[config.mk]
export PLATFORM = sky130hd
export DESIGN_NAME = gray_cnt_sync_flat
export DESIGN_NICKNAME = d
export VERILOG_FILES = /design/src/rtl/gray_cnt_sync_if.sv /design/src/rtl/gray_cnt_sync.sv /design/src/flat_wrapper.sv
export SDC_FILE = /design/constraint.sdc
export NUM_CORES = 1
export LEC_CHECK = 0
export ABC_AREA = 1
export CAP_MARGIN = 20
export CORE_MARGIN = 5
export CORE_UTILIZATION = 43
export DETAILED_ROUTE_END_ITERATION = 12
export MAX_ROUTING_LAYER = met4
export PLACE_DENSITY = 0.73
export SLEW_MARGIN = 20
export SYNTH_ARGS = -nofsm -noshare
export SYNTH_HDL_FRONTEND = slang
export SYNTH_SLANG_ARGS = --single-unit
[constraint.sdc]
create_clock -name clk -period 1.3 [get_ports clk]
set_input_delay 0.26 -clock clk [delete_from_list [all_inputs] [get_ports clk]]
set_output_delay 0.26 -clock clk [all_outputs]
set_load 0.005 [all_outputs]
[src/rtl/gray_cnt_sync_if.sv]
// Counter bus for gray_cnt_sync.
//   inc      : increment request, sampled every rising edge (level, one count per cycle)
//   cnt_a    : binary source counter
//   cnt_gray : registered Gray code of cnt_a (the only signal feeding the synchroniser)
//   cnt_b    : binary decode of the last synchroniser stage
// The master modport is the side that drives inc and reads the counts.
// The slave modport is the counter core.
interface gray_cnt_sync_if #(
    parameter int WIDTH = 8
);
    logic             inc;
    logic [WIDTH-1:0] cnt_a;
    logic [WIDTH-1:0] cnt_gray;
    logic [WIDTH-1:0] cnt_b;

    modport master (
        output inc,
        input  cnt_a,
        input  cnt_gray,
        input  cnt_b
    );

    modport slave (
        input  inc,
        output cnt_a,
        output cnt_gray,
        output cnt_b
    );
endinterface

[src/rtl/gray_cnt_sync.sv]
// Event counter with a Gray-coded, multi-stage synchronised copy of its value.
// This is the single-clock core of the clock-crossing counter path.
//   clk          : single clock, rising edge
//   rst          : asynchronous active-high reset, clears all state
//   bus.inc      : increment request, one count per cycle while high
//   bus.cnt_a    : binary source counter (wraps silently)
//   bus.cnt_gray : Gray code of cnt_a, registered alongside it (no extra latency)
//   bus.cnt_b    : binary decode of the last sync stage, lags cnt_a by SYNC_STAGES cycles
module gray_cnt_sync #(
    parameter int WIDTH       = 8,
    parameter int SYNC_STAGES = 2
) (
    input  logic           clk,
    input  logic           rst,
    gray_cnt_sync_if.slave bus
);

    if (SYNC_STAGES < 2 || SYNC_STAGES > 4) begin : g_bad_stages
        $error("gray_cnt_sync: SYNC_STAGES must be in 2..4");
    end

    function automatic logic [WIDTH-1:0] bin2gray(input logic [WIDTH-1:0] b);
        return b ^ (b >> 1);
    endfunction

    function automatic logic [WIDTH-1:0] gray2bin(input logic [WIDTH-1:0] g);
        logic [WIDTH-1:0] b;
        b[WIDTH-1] = g[WIDTH-1];
        for (int i = WIDTH - 2; i >= 0; i--) begin
            b[i] = b[i+1] ^ g[i];
        end
        return b;
    endfunction

    logic [WIDTH-1:0] cnt_a_p0;
    logic [WIDTH-1:0] gray_p0;
    logic [WIDTH-1:0] sync_p [SYNC_STAGES];
    logic [WIDTH-1:0] next_bin;

    // Source counter stage: Gray is computed from the value cnt_a is about to
    // take, so both registers update together and cnt_gray == gray(cnt_a).
    always_comb begin
        next_bin = cnt_a_p0;
        if (bus.inc) begin
            next_bin = cnt_a_p0 + WIDTH'(1);
        end
    end

    always_ff @(posedge clk or posedge rst) begin
        if (rst) begin
            cnt_a_p0 <= '0;
            gray_p0  <= '0;
            for (int i = 0; i < SYNC_STAGES; i++) begin
                sync_p[i] <= '0;
            end
        end else begin
            cnt_a_p0 <= next_bin;
            gray_p0  <= bin2gray(next_bin);
            // Synchroniser stages: pure flop-to-flop Gray transport, nothing in between.
            sync_p[0] <= gray_p0;
            for (int i = 1; i < SYNC_STAGES; i++) begin
                sync_p[i] <= sync_p[i-1];
            end
        end
    end

    // Decode stage: combinational from the last synchroniser flop.
    assign bus.cnt_a    = cnt_a_p0;
    assign bus.cnt_gray = gray_p0;
    assign bus.cnt_b    = gray2bin(sync_p[SYNC_STAGES-1]);

endmodule

[src/flat_wrapper.sv]
// flat-port wrapper written by rule: the top's interface ports become plain ports
module gray_cnt_sync_flat 
#(
    parameter int WIDTH       = 8,
    parameter int SYNC_STAGES = 2
)
  (clk, rst, bus_inc, bus_cnt_a, bus_cnt_gray, bus_cnt_b);
  gray_cnt_sync_if #(.WIDTH(WIDTH)) bus_i ();
  input  logic clk;
  input  logic rst;
  input wire logic [$bits(bus_i.inc)-1:0] bus_inc;
  output wire logic [$bits(bus_i.cnt_a)-1:0] bus_cnt_a;
  output wire logic [$bits(bus_i.cnt_gray)-1:0] bus_cnt_gray;
  output wire logic [$bits(bus_i.cnt_b)-1:0] bus_cnt_b;
  assign bus_i.inc = bus_inc;
  assign bus_cnt_a = bus_i.cnt_a;
  assign bus_cnt_gray = bus_i.cnt_gray;
  assign bus_cnt_b = bus_i.cnt_b;
  gray_cnt_sync #(.WIDTH(WIDTH), .SYNC_STAGES(SYNC_STAGES)) u_core (.clk(clk), .rst(rst), .bus(bus_i));
endmodule
==> impl.org, run 1 <==
** Routing
- 1st-pass router iterations :: 3
- Dividing the detail-routed wire length by the instance count gives 13.1 um.
- Avg Vias per Cell :: 4.64
- For this block, the initial DRC count from the detailed router was 29.
- Post-route ant nets :: 0
- In the routed design, unresolved DRC markers number 0.
- The routed layout has 946 vias.
- Total wirelength of the detailed-routed design :: 2.67 mm

** STA
- Final worst path period share :: 164%
- Number of failing setup endpoints in the final timing report :: 17
- Count of pins over their slew limit :: 0
- Number of hold-slack violations in the final timing report :: 0
- Static timing analysis puts the maximum clock frequency at approximately 0.47 GHz.
- Maximum clock skew at final layout :: 0.0120 ns
- Setup repair after global routing missed its margin :: yes
- The smallest clock period supported by the final layout is computed as 2.13 ns.
- Measured against its own limit, the worst slew margin works out to 85.9%.
- Crit path setup slack, layout :: -0.831 ns
- For the pin with the worst max-slew slack, the measured transition is 0.211 ns.

** Power
- In this run, the clock network consumes 10.2% of the power.
- Sw Share :: 37.3%
- After layout, the design draws a total of 6070 uW.
- Worst-case vdd ir drop :: 2.81 mV
- Switching component of the power :: between 2000 and 2500 uW
- Areal power density over the cells :: 2860 nW/um2
- Combinational logic is responsible for 61.8% of the overall power.
- Sequential cells burn 27.9% of the power.
- For this design the static power due to leakage is 0.00108 uW.
- Cell internal power was estimated by the tool at 3800 uW.

** Global routing
- Total gr overflow :: 0
- The first global-routing pass estimated 4.49 mm of wire.
- The via count of the first global-routing pass is 1034.
- Maximum number of pins on one net before global-route repair :: 32
- Antenna violations before repair :: 0
- Global Route Usage Sum :: 14.9%

** Synthesis
- Flop and latch count out of synthesis :: 31
- Syn Std Cell Area :: 1200 um2
- Net count of the mapped netlist :: 107
- Counting distinct cell types in the post-synthesis netlist gives 16.
- Portion of the post-synthesis area used by sequential elements :: 64.7%
- Total number of yosys warnings :: 0
- Synthesis produced roughly 100 cells.
- Mapped Avg Cell Area :: 11.6 um2

** Setup path
- In this run the register-to-register setup slack is -0.20 ns.
- At the worst endpoint, the required time is 1.04 ns.
- Among the stages of the critical path, the cell type that occurs most often is nand2_4.
- On the worst path, the slowest cell contributes a delay of between 0.4 and 0.5 ns.
- The worst setup path is launched from a flop.
- Signal arrival time at the worst endpoint :: 1.87 ns
- The setup path with the least slack is of type reg -> out.
- The slowest stage of the critical path belongs to the cell dfrtp_1.
- Critical path endpoint category :: output port
- Crit path cell chain :: inv_2, nand2_2, nand3_4, nand2_4, nand2_4, nand2_4, nand2_4, nand3_4, nand2_2, buf_6, nand2_4, nand3_2, nand2_1, buf_2
- Worst-path fanout max :: 4

** Die
- In this run the vertical extent of the chip is 62.8 um.
- The floorplan step defined a die boundary enclosing between 3000 and 4000 um2.
- Effective utilization at floorplan :: 44.2%
- The core region is 2710 um2.
- Pin placement for this block handled 27 I/O pins.
- Number of standard-cell rows in the floorplan :: 19
- Die Span X :: 62.8 um

** Placement
- Routability-driven placement finished with a final weighted congestion of between 0.6 and 0.7.
- DP Wirelength :: 1.45 mm
- Before CTS, the worst setup slack after placement is -0.762 ns.
- Number of buffers inserted by port buffering :: 26

** CTS
- Counting every sink on the clock net gives 31.
- Clock-pin slew was measured on the worst setup and hold paths at 0.10 ns.
- CTS built an H-tree with a depth of 2.
- The later pin in the worst-skew pair is clocked with a latency of 0.33 ns.
- Number of buffers created by CTS :: 5
- Count of hold buffers inserted by post-cts repair :: 0
- Clk buf depth :: 2
- TritonCTS built the clock tree.
- In this run the clock root is driven by a clkbuf_4.

** Layout
- Area Overhead vs Synth :: 76.9%
- Cells with a size suffix above 1 make up between 50% and 60% of the layout.
- In the final design database the tool counted roughly 180 nets.
- The number of antenna diodes in the final layout is 0.
- The filler cells instantiated in the layout total ~170.

** Outcome
- The final reports fail on negative setup slack.
- Status :: complete, but fails checks

** Job
- Max-cap violations :: 0

** Hold path
- In this run the worst hold path is classified as in -> async.
==> synth_stat cells, drive strengths merged <==
cell / n / area (um2)
nand2: 22 / 87.6
o21ai: 1 / 5.00
buf: 2 / 15.0
nand3: 14 / 75.1
xor2: 9 / 86.3
nor2: 2 / 15.0
inv: 16 / 60.1
xnor2: 4 / 50.1
nor3: 1 / 16.3
ha: 1 / 12.5
dfrtp: 31 / 776
==> worst paths after layout <==
check                                    start                endpoint  cells past startpoint
setup / recovery           u_core.bus.cnt_b[7]            bus_cnt_b[0]                     14
hold / removal                             rst        u_core.sync_p[9]                      3
setup reg to reg           u_core.bus.cnt_a[1]  u_core.bus.cnt_gray[6]                      8
hold reg to reg              u_core.sync_p[12]        u_core.sync_p[4]                      0
max in group asynchronous                  rst        u_core.sync_p[6]                      3
min in group clk             u_core.sync_p[12]        u_core.sync_p[4]                      0
==> sequential cells by signal, indices dropped and copies added, names as in the netlist <==
signal,cells
u_core.bus.cnt_a,8
u_core.bus.cnt_b,1
u_core.bus.cnt_gray,7
u_core.sync_p,15
==> worst max-delay path: cells and delay by family (launching register included) <==
kind | cells | cell delay, ns
buffers and inverters | 3 | 0.31
flip-flops | 1 | 0.43
AND/OR/NAND/NOR | 11 | 0.80
==> metrics by stage <==
step / cell area [um2] / util, % / cells / setup TNS [ns] / hold slack, ns
finish: 2120 / 78.3 / 204 / -5.42 / 0.254
global route: 2120 / 78.3 / 204 / -7.03 / 0.263
CTS: 1920 / 71.0 / 198 / -4.66 / 0.250
detailed placement: 1640 / 60.3 / 172 / -7.21 / 0.335
global placement: 1640 / 60.3 / 172 / -6.55 / 0.333
floorplan: 1230 / - / 103 / -0.457 / 0.331
==> layout make-up <==
| class | instances | area, um2 | area share (%) |
|---|---|---|---|
| tap | 31 | 38.8 | 1.83 |
| clock buffer | 8 | 68.8 | 3.24 |
| timing repair buffer | 64 | 582 | 27.4 |
| sequential | 31 | 777 | 36.6 |
| inverter | 16 | 65.1 | 3.07 |
| multi-input combinational | 54 | 589 | 27.8 |
==> per-layer routing <==
metal  part of all wire (%)  GRT usage (%)  vias up
met1                     39           15.8      460
met2                     55           25.6       23
met4                    1.8           4.77        0
li1                       -              -      458
met3                    4.0           5.40        5
met5                      0              -        -
==> cell usage in the layout, fill, tap and decap left out <==
| master | netlist | layout |
|---|---|---|
| dfrtp_2 | 0 | 1 |
| nand3_2 | 1 | 6 |
| nand3_1 | 13 | 1 |
| dlygate4sd2_1 | 0 | 13 |
| clkbuf_4 | 0 | 5 |
| clkbuf_8 | 0 | 2 |
| xor2_1 | 8 | 7 |
| inv_4 | 0 | 2 |
| nand3_4 | 0 | 7 |
| inv_2 | 0 | 2 |
| xor2_2 | 1 | 1 |
| nand2_2 | 2 | 5 |
| nor2_4 | 1 | 2 |
| o21ai_2 | 0 | 1 |
| clkdlybuf4s50_1 | 0 | 2 |
| clkbuf_1 | 0 | 1 |
| nand2_1 | 20 | 8 |
| buf_2 | 0 | 5 |
| ha_4 | 0 | 1 |
| nor3_4 | 1 | 1 |
| xor2_4 | 0 | 1 |
| buf_6 | 0 | 22 |
| buf_4 | 2 | 20 |
| xnor2_4 | 0 | 1 |
| buf_12 | 0 | 1 |
| xnor2_2 | 2 | 1 |
| nand2_4 | 0 | 9 |
| xnor2_1 | 2 | 2 |
| dfrtp_1 | 31 | 30 |
| inv_1 | 16 | 12 |
| clkbuf_2 | 0 | 1 |
==> power groups by stage <==
stage / Combinational (uW) / Sequential, uW / Clock, uW
after floorplan: 1050 / 1710 / 0
final: 3750 / 1700 / 620
after detailed placement: 2430 / 1680 / 0
after global routing: 4060 / 1750 / 691
after global placement: 2350 / 1670 / 0
after CTS: 2940 / 1650 / 640
==> kinds of logic (layout without fill, tap and decap cells) <==
family | Yosys count | in the layout | share of synthesized area, %
simple gates | 39 | 39 | 16.2
flops | 31 | 31 | 64.7
buf+inv | 18 | 88 | 6.26
xor+xnor | 13 | 13 | 11.4
fa+ha+maj | 1 | 1 | 1.04
compound gates | 1 | 1 | 0.417
==> repair_timing <==
action | CTS | global route
pin swaps | 19 | 17
setup buffers | 19 | 10
resized for setup | 86 | 40
setup endpoints to repair | 30 | 24
No activity file was read; power rests on OpenSTA's default activity.
==> run 2: changes to the inputs <==
- CORE_MARGIN: 5 -> 2
==> impl.org, run 2 (synthesis gave the netlist of run 1 again) <==
** Outcome
- Status :: complete, but fails checks
- Failing checks :: negative setup slack

** CTS
- Number of buffers created by CTS :: 5 (unchanged)
- Sink Count :: 31 (unchanged)
- The cell sitting at the root of the clock tree is a clkbuf_4.
- The clock slew seen by the registers of the worst setup and hold paths came to 0.08 ns (-0.02 ns).
- The latest clock arrival within the worst-skew pair is 0.31 ns (-0.02 ns).
- The count of hold-fix buffers inserted at cts was 0 (unchanged).
- CTS tree :: done
- The maximum level of the CTS H-tree was 2 (unchanged).
- Clk buf depth :: 2 (unchanged)

** Layout
- Top register by number of flip-flops :: u_core.sync_p
- Fraction of final layout cells sized beyond drive strength 1 :: 53.8% (-2.3 points)
- Area occupied by registers :: 777 um2 (unchanged)
- Number of antenna diodes :: 0 (unchanged)
- Most common library cell in the layout ignoring fill and taps :: dfrtp_1
- From synthesis to final layout, the design area changed by 63.3%.
- Leading cell types in the layout, fill and taps excluded :: dfrtp_1, buf_4, dlygate4sd2_1
- Fin area :: 1960 um2 (-7.7%)
- The net count reported at finish was 165 (-6.3%).
- Multi-input gate area :: 584 um2 (-0.85%)
- Max FFs per register :: 15 (unchanged)
- The count of fill cells added during filler insertion was 192 (+14%).

** Die
- Die area :: 3230 um2 (-18%)
- Die Span X :: 56.8 um (-9.6%)
- Number of standard-cell rows in the floorplan :: 19 (unchanged)
- The height of the die was 56.8 um (-9.6%).
- Area of the core :: 2710 um2 (unchanged)
- The number of top-level pins came to 27 (unchanged).
- Effective utilization at floorplan :: 44.2% (unchanged)

** STA
- Crit path setup slack, layout :: -0.731 ns (+0.0999 ns)
- Setup repair after global routing missed its margin :: yes
- The worst relative slew slack is 85.2% (-0.71 points).
- The final critical delay including setup and external delays is 2.03 ns (-0.0999 ns).
- Achievable frequency :: 0.492 GHz (+4.9%)
- The final setup TNS came to -4.51 ns (+0.919 ns).
- Slew at the pin closest to its max-slew limit :: 0.221 ns (+0.0103 ns)
- The part of the cycle the worst path needs is 156% (-7.7 points).
- Number of failing setup endpoints in the final timing report :: 16 (-1)
- Count of pins over their slew limit :: 0 (unchanged)
- The number of hold-slack violations in the final timing report was 0 (unchanged).
- The worst clock skew came to 0.00695 ns (-0.00502 ns).

** Placement
- The number of port buffers came to 26 (unchanged).
- The final weighted congestion in routability-driven placement was 0.770 (+10%).
- Placed standard-cell area :: 1640 um2 (unchanged)
- DP Wirelength :: 1.37 mm (-5.6%)

** Routing
- Per-cell routed wire length :: 13.9 um (+6.6%)
- The detailed-route vias per instance was 4.70 (+1.4%).
- The remaining number of nets flagged by the antenna check after routing was 0 (unchanged).
- 1st-pass router iterations :: 3 (unchanged)
- Number of DRC violations after detailed-routing iteration 0 :: 10 (-66%)
- The remaining routing DRC violations is 0 (unchanged).
- The number of vias in the routed layout was 898 (-5.1%).
- The routed wire length came to 2.66 mm (-0.19%).

** Global routing
- The via count of the first global-routing pass is 922 (-11%).
- The wire length of the first global-routing pass was 4.18 mm (-6.8%).
- Total gr overflow :: 0 (unchanged)
- Global Route Usage Sum :: 17.8% (+2.9 points)
- Maximum number of pins on one net before global-route repair :: 32 (unchanged)
- The number of antenna violations at the first check in global routing is 0 (unchanged).

** Power
- Areal power density over the cells :: 2760 nW/um2 (-3.7%)
- The highest ir drop seen on vdd was 1.92 mV (-31%).
- The leakage power is 0.000999 uW (-7.7%).

** Job
- The count of maximum capacitance violations came to 0 (unchanged).

** Setup path
- Worst setup path class :: reg -> out
- Worst-path fanout max :: 4 (unchanged)
- Required arrival time at the worst endpoint :: 1.04 ns (about the same)
- CP startpoint kind :: flop
- The worst endpoint data arrival time came to 1.77 ns (-0.10 ns).
- Critical path endpoint category :: output port

** Hold path
- The path class of the tightest hold or removal check is in -> async.
run 2: metal layers:
metal / track usage (%) / part of all wire, % / up-vias
li1: - / - / 425
met1: 20.6 / 33 / 441
met2: 30.6 / 59 / 25
met3: 3.46 / 4.4 / 7
met4: 6.98 / 2.9 / 0
met5: - / 0 / -
run 2: power by group:
group	switching (uW)	total, uW	internal [uW]	leakage (uW)
combinational	1590	3230	1640	0.000603
clock	272	464	192	0.0000242
sequential	282	1700	1420	0.000371
total	2150	5390	3250	0.000999
run 2: worst max-delay path: stages, from the launching register on:
cell and delay (ns):
dfrtp_2 0.45, inv_2 0.08, nand2_2 0.07, nand3_4 0.09
nand2_4 0.06, nand2_4 0.09, nand2_4 0.08, nand2_4 0.08
nand3_4 0.09, nand2_4 0.10, nand2_1 0.05, nand3_1 0.06
nand2_1 0.05, buf_2 0.12
run 2: path summary, 6_finish.rpt:
check / to / depth (start not counted) / from / slack [ns]
max: bus_cnt_b[0] / 13 / u_core.bus.cnt_b[7] / -0.73
min: u_core.sync_p[9] / 3 / rst / 0.27
max reg2reg: u_core.bus.cnt_gray[6] / 8 / u_core.bus.cnt_a[1] / -0.24
min reg2reg: u_core.sync_p[4] / 0 / u_core.sync_p[12] / 0.35
max in group asynchronous: u_core.bus.cnt_b[7] / 3 / rst / 0.85
min in group clk: u_core.sync_p[4] / 0 / u_core.sync_p[12] / 0.35
run 2: layout make-up:
| class | instances | area share [%] |
|---|---|---|
| Multi-Input combinational cell | 54 | 29.9 |
| Timing Repair Buffer | 53 | 23.1 |
| Sequential cell | 31 | 39.7 |
| Inverter | 16 | 3.20 |
| Clock buffer | 6 | 2.11 |
| Tap cell | 31 | 1.98 |
run 2: stage by stage:
step | hold WS (ns) | utilization (%) | total power, uW | setup slack (ns) | cells
floorplan | 0.331 | - | 2760 | -0.189 | 103
global placement | 0.334 | 60.3 | 4000 | -0.656 | 172
detailed placement | 0.335 | 60.3 | 4090 | -0.726 | 172
CTS | 0.266 | 66.3 | 4710 | -0.684 | 190
global route | 0.282 | 72.2 | 5810 | -0.871 | 191
finish | 0.274 | 72.2 | 5390 | -0.731 | 191
run 2: what timing repair did:
item | CTS | global route
setup buffers | 12 | 2
gates resized for setup | 72 | 35
setup endpoints to repair | 30 | 21
pin swaps | 13 | 13
==> run 3: changes to the inputs <==
- SKIP_CTS_REPAIR_TIMING: not set -> 1
==> impl.org, run 3 (synthesis gave the netlist of run 1 again) <==
** Global routing
- The overall overflow remaining after global route is 0 (unchanged).
- Via count of the first global-routing pass :: 785 (-15%)
- Global Route Usage Sum :: 13.7% (-4.1 points)
- Wire length of the first global-routing pass :: 3.26 mm (-22%)
- The number of antenna violations at the first check in global routing came to 0 (unchanged).
- Maximum number of pins on one net before global-route repair :: 32 (unchanged)

** Setup path
- Among all stages on the critical path, the largest delay is contributed by dfrtp_1.
- Most repeated library cell on the critical path :: nand2_2
- The worst setup path is captured at an output port.
- Worst-path fanout max :: 4 (unchanged)
- On the critical path the largest part of the delay comes from simple AND/OR/NAND/NOR gates.
- Startpoint of the worst setup timing path :: u_core.bus.cnt_b[7]
- The total buffers and inverters traversed by the critical path is 3 (+1).
- Signal arrival time at the worst endpoint :: 1.85 ns (+0.08 ns)
- CP startpoint kind :: flop
- Largest stage delay on the critical path :: 0.41 ns (-0.04 ns)
- The data required time of the worst path is 1.04 ns (about the same).
- The signal on the critical path passes through inv_2, nand2_2, nand3_2, nand2_2, nand2_4, nand2_4, nand2_4, nand3_4, nand2_2, buf_6, nand2_1, nand3_2, nand2_2, clkbuf_2.
- The critical path is of the reg -> out type.
- Startpoint of the worst-slack reg-to-reg timing path :: u_core.bus.cnt_a[0]

** Power
- Areal power density over the cells :: 2700 nW/um2 (-2.1%)
- Standby leakage power :: 0.00119 uW (+19%)
- The total design power came to 5480 uW (+1.6%).
- Worst-case vdd ir drop :: 2.05 mV (+6.5%)

** Die
- Die area :: 3230 um2 (unchanged)
- The number of top-level pins came to 27 (unchanged).
- Overall die height :: 56.8 um (unchanged)
- Area of the core :: 2710 um2 (unchanged)
- The x dimension of the die is 56.8 um (unchanged).
- Number of standard-cell rows in the floorplan :: 19 (unchanged)
- The starting density of the core is 44.2% (unchanged).

** Layout
- Most common library cell in the layout ignoring fill and taps :: dfrtp_1
- Count of nets after finishing :: 167 (+1.2%)
- From synthesis to final layout, the design area changed by 69.4%.
- Number of antenna diodes :: 0 (unchanged)
- The layout cell share with drive strength beyond 1 is 48.1% (-5.6 points).
- Fin area :: 2030 um2 (+3.8%)
- Leading cell types in the layout, fill and taps excluded :: dfrtp_1, dlymetal6s2s_1, buf_4
- The flip-flop count of the largest register after layout was 15 (unchanged).
- Utilization after layout :: 74.9% (+2.7 points)
- The count of fill cells added during filler insertion came to 169 (-12%).
- Top register by number of flip-flops :: u_core.sync_p

** Routing
- # DRC :: 0 (unchanged)
- The detailed-route vias per instance was 4.74 (+0.84%).
- The DRC violation total after the first TritonRoute iteration is 28 (+18).
- Vias after detailed routing :: 915 (+1.9%)
- The routed wire length came to 2.74 mm (+3.0%).
- The remaining number of nets flagged by the antenna check after routing is 0 (unchanged).
- The first-pass iteration count of the detailed router is 4 (+1).
- Per-cell routed wire length :: 14.2 um (+2.0%)

** CTS
- The maximum level of the CTS H-tree was 2 (unchanged).
- The clock slew seen by the registers of the worst setup and hold paths came to 0.08 ns (about the same).
- Cell chosen for the clock root :: clkbuf_4
- The clock sink total was 31 (unchanged).
- The CTS buffer count was 5 (unchanged).
- CTS tree :: done
- Clk buf depth :: 2 (unchanged)
- Clock latency at the later pin of the worst-skew pair :: 0.31 ns (about the same)

** STA
- The final worst-path setup slack came to -0.811 ns (-0.0799 ns).
- Setup TNS Final :: -4.64 ns (-0.138 ns)
- Setup repair after global routing could not meet its margin everywhere.
- Number of failing setup endpoints in the final timing report :: 16 (unchanged)
- The measured slew at the worst slew-check pin came to 0.311 ns (+0.0898 ns).
- The worst relative slew slack came to 79.1% (-6.1 points).
- The final critical delay including setup and external delays came to 2.11 ns (+0.0799 ns).
- The highest achievable clock rate is 0.474 GHz (-3.8%).
- Count of pins over their slew limit :: 0 (unchanged)
- The worst clock skew was 0.00604 ns (-0.000909 ns).
- The number of hold-slack violations in the final timing report was 0 (unchanged).
- Final worst path period share :: 162% (+6.1 points)

** Placement
- DP Wirelength :: 1.37 mm (unchanged)
- The number of port buffers is 26 (unchanged).
- Placed standard-cell area :: 1640 um2 (unchanged)
- Final Wtd Congestion :: 0.770 (unchanged)

** Outcome
- Status :: complete, but fails checks
- The checks that failed: negative setup slack.

** Hold path
- Path type of the worst min-delay path :: in -> async

** Job
- Max-cap violations :: 0 (unchanged)
run 3: changes by cell type in the layout (fill, tap and decap cells not counted), sizes merged:
| cell | before | now |
|---|---|---|
| dlymetal6s2s | 0 | 19 |
| dlygate4sd2 | 14 | 0 |
| clkdlybuf4s50 | 2 | 1 |
| buf | 36 | 30 |
| clkbuf | 7 | 11 |
run 3: through the flow:
stage                     cells  worst slack, ns  hold slack [ns]
after floorplan             103           -0.189            0.331
after global placement      172           -0.656            0.334
after detailed placement    172           -0.726            0.335
after CTS                   178            -1.08            0.266
after global routing        193           -0.958            0.280
final                       193           -0.811            0.272
run 3: where the power goes:
group,switching (uW),leakage (uW),internal [uW],total [uW]
Combinational,1520,0.000792,1780,3300
Clock,277,0.0000242,192,469
Sequential,299,0.000373,1420,1720
run 3: cell type report:
| type | instances | area (um2) | area share (%) |
|---|---|---|---|
| Tap cell | 31 | 38.8 | 1.91 |
| Timing Repair Buffer | 55 | 548 | 27.0 |
| Sequential cell | 31 | 776 | 38.2 |
| Inverter | 16 | 60.1 | 2.96 |
| Clock buffer | 6 | 41.3 | 2.03 |
| Multi-Input combinational cell | 54 | 567 | 27.9 |
run 3: per-layer routing:
layer | vias up | track usage (%) | share of wire (%)
met5 | - | - | 0
met4 | 0 | 7.64 | 2.2
met3 | 7 | 3.46 | 4.5
met2 | 23 | 21.6 | 55
met1 | 453 | 16.1 | 38
li1 | 432 | - | -
run 3: worst min-delay path: stages:
cell	delay, ns
clkdlybuf4s50_1	0.39
inv_1	0.09
buf_12	0.20
run 3: path summary, 6_finish.rpt:
kind | to | slack (ns) | cells past startpoint
max | bus_cnt_b[0] | -0.81 | 14
min | u_core.bus.cnt_gray[2] | 0.27 | 3
max reg2reg | u_core.bus.cnt_gray[5] | -0.27 | 8
min reg2reg | u_core.sync_p[5] | 0.35 | 0
max in group asynchronous | u_core.bus.cnt_gray[3] | 0.87 | 3
min in group clk | u_core.sync_p[5] | 0.35 | 0
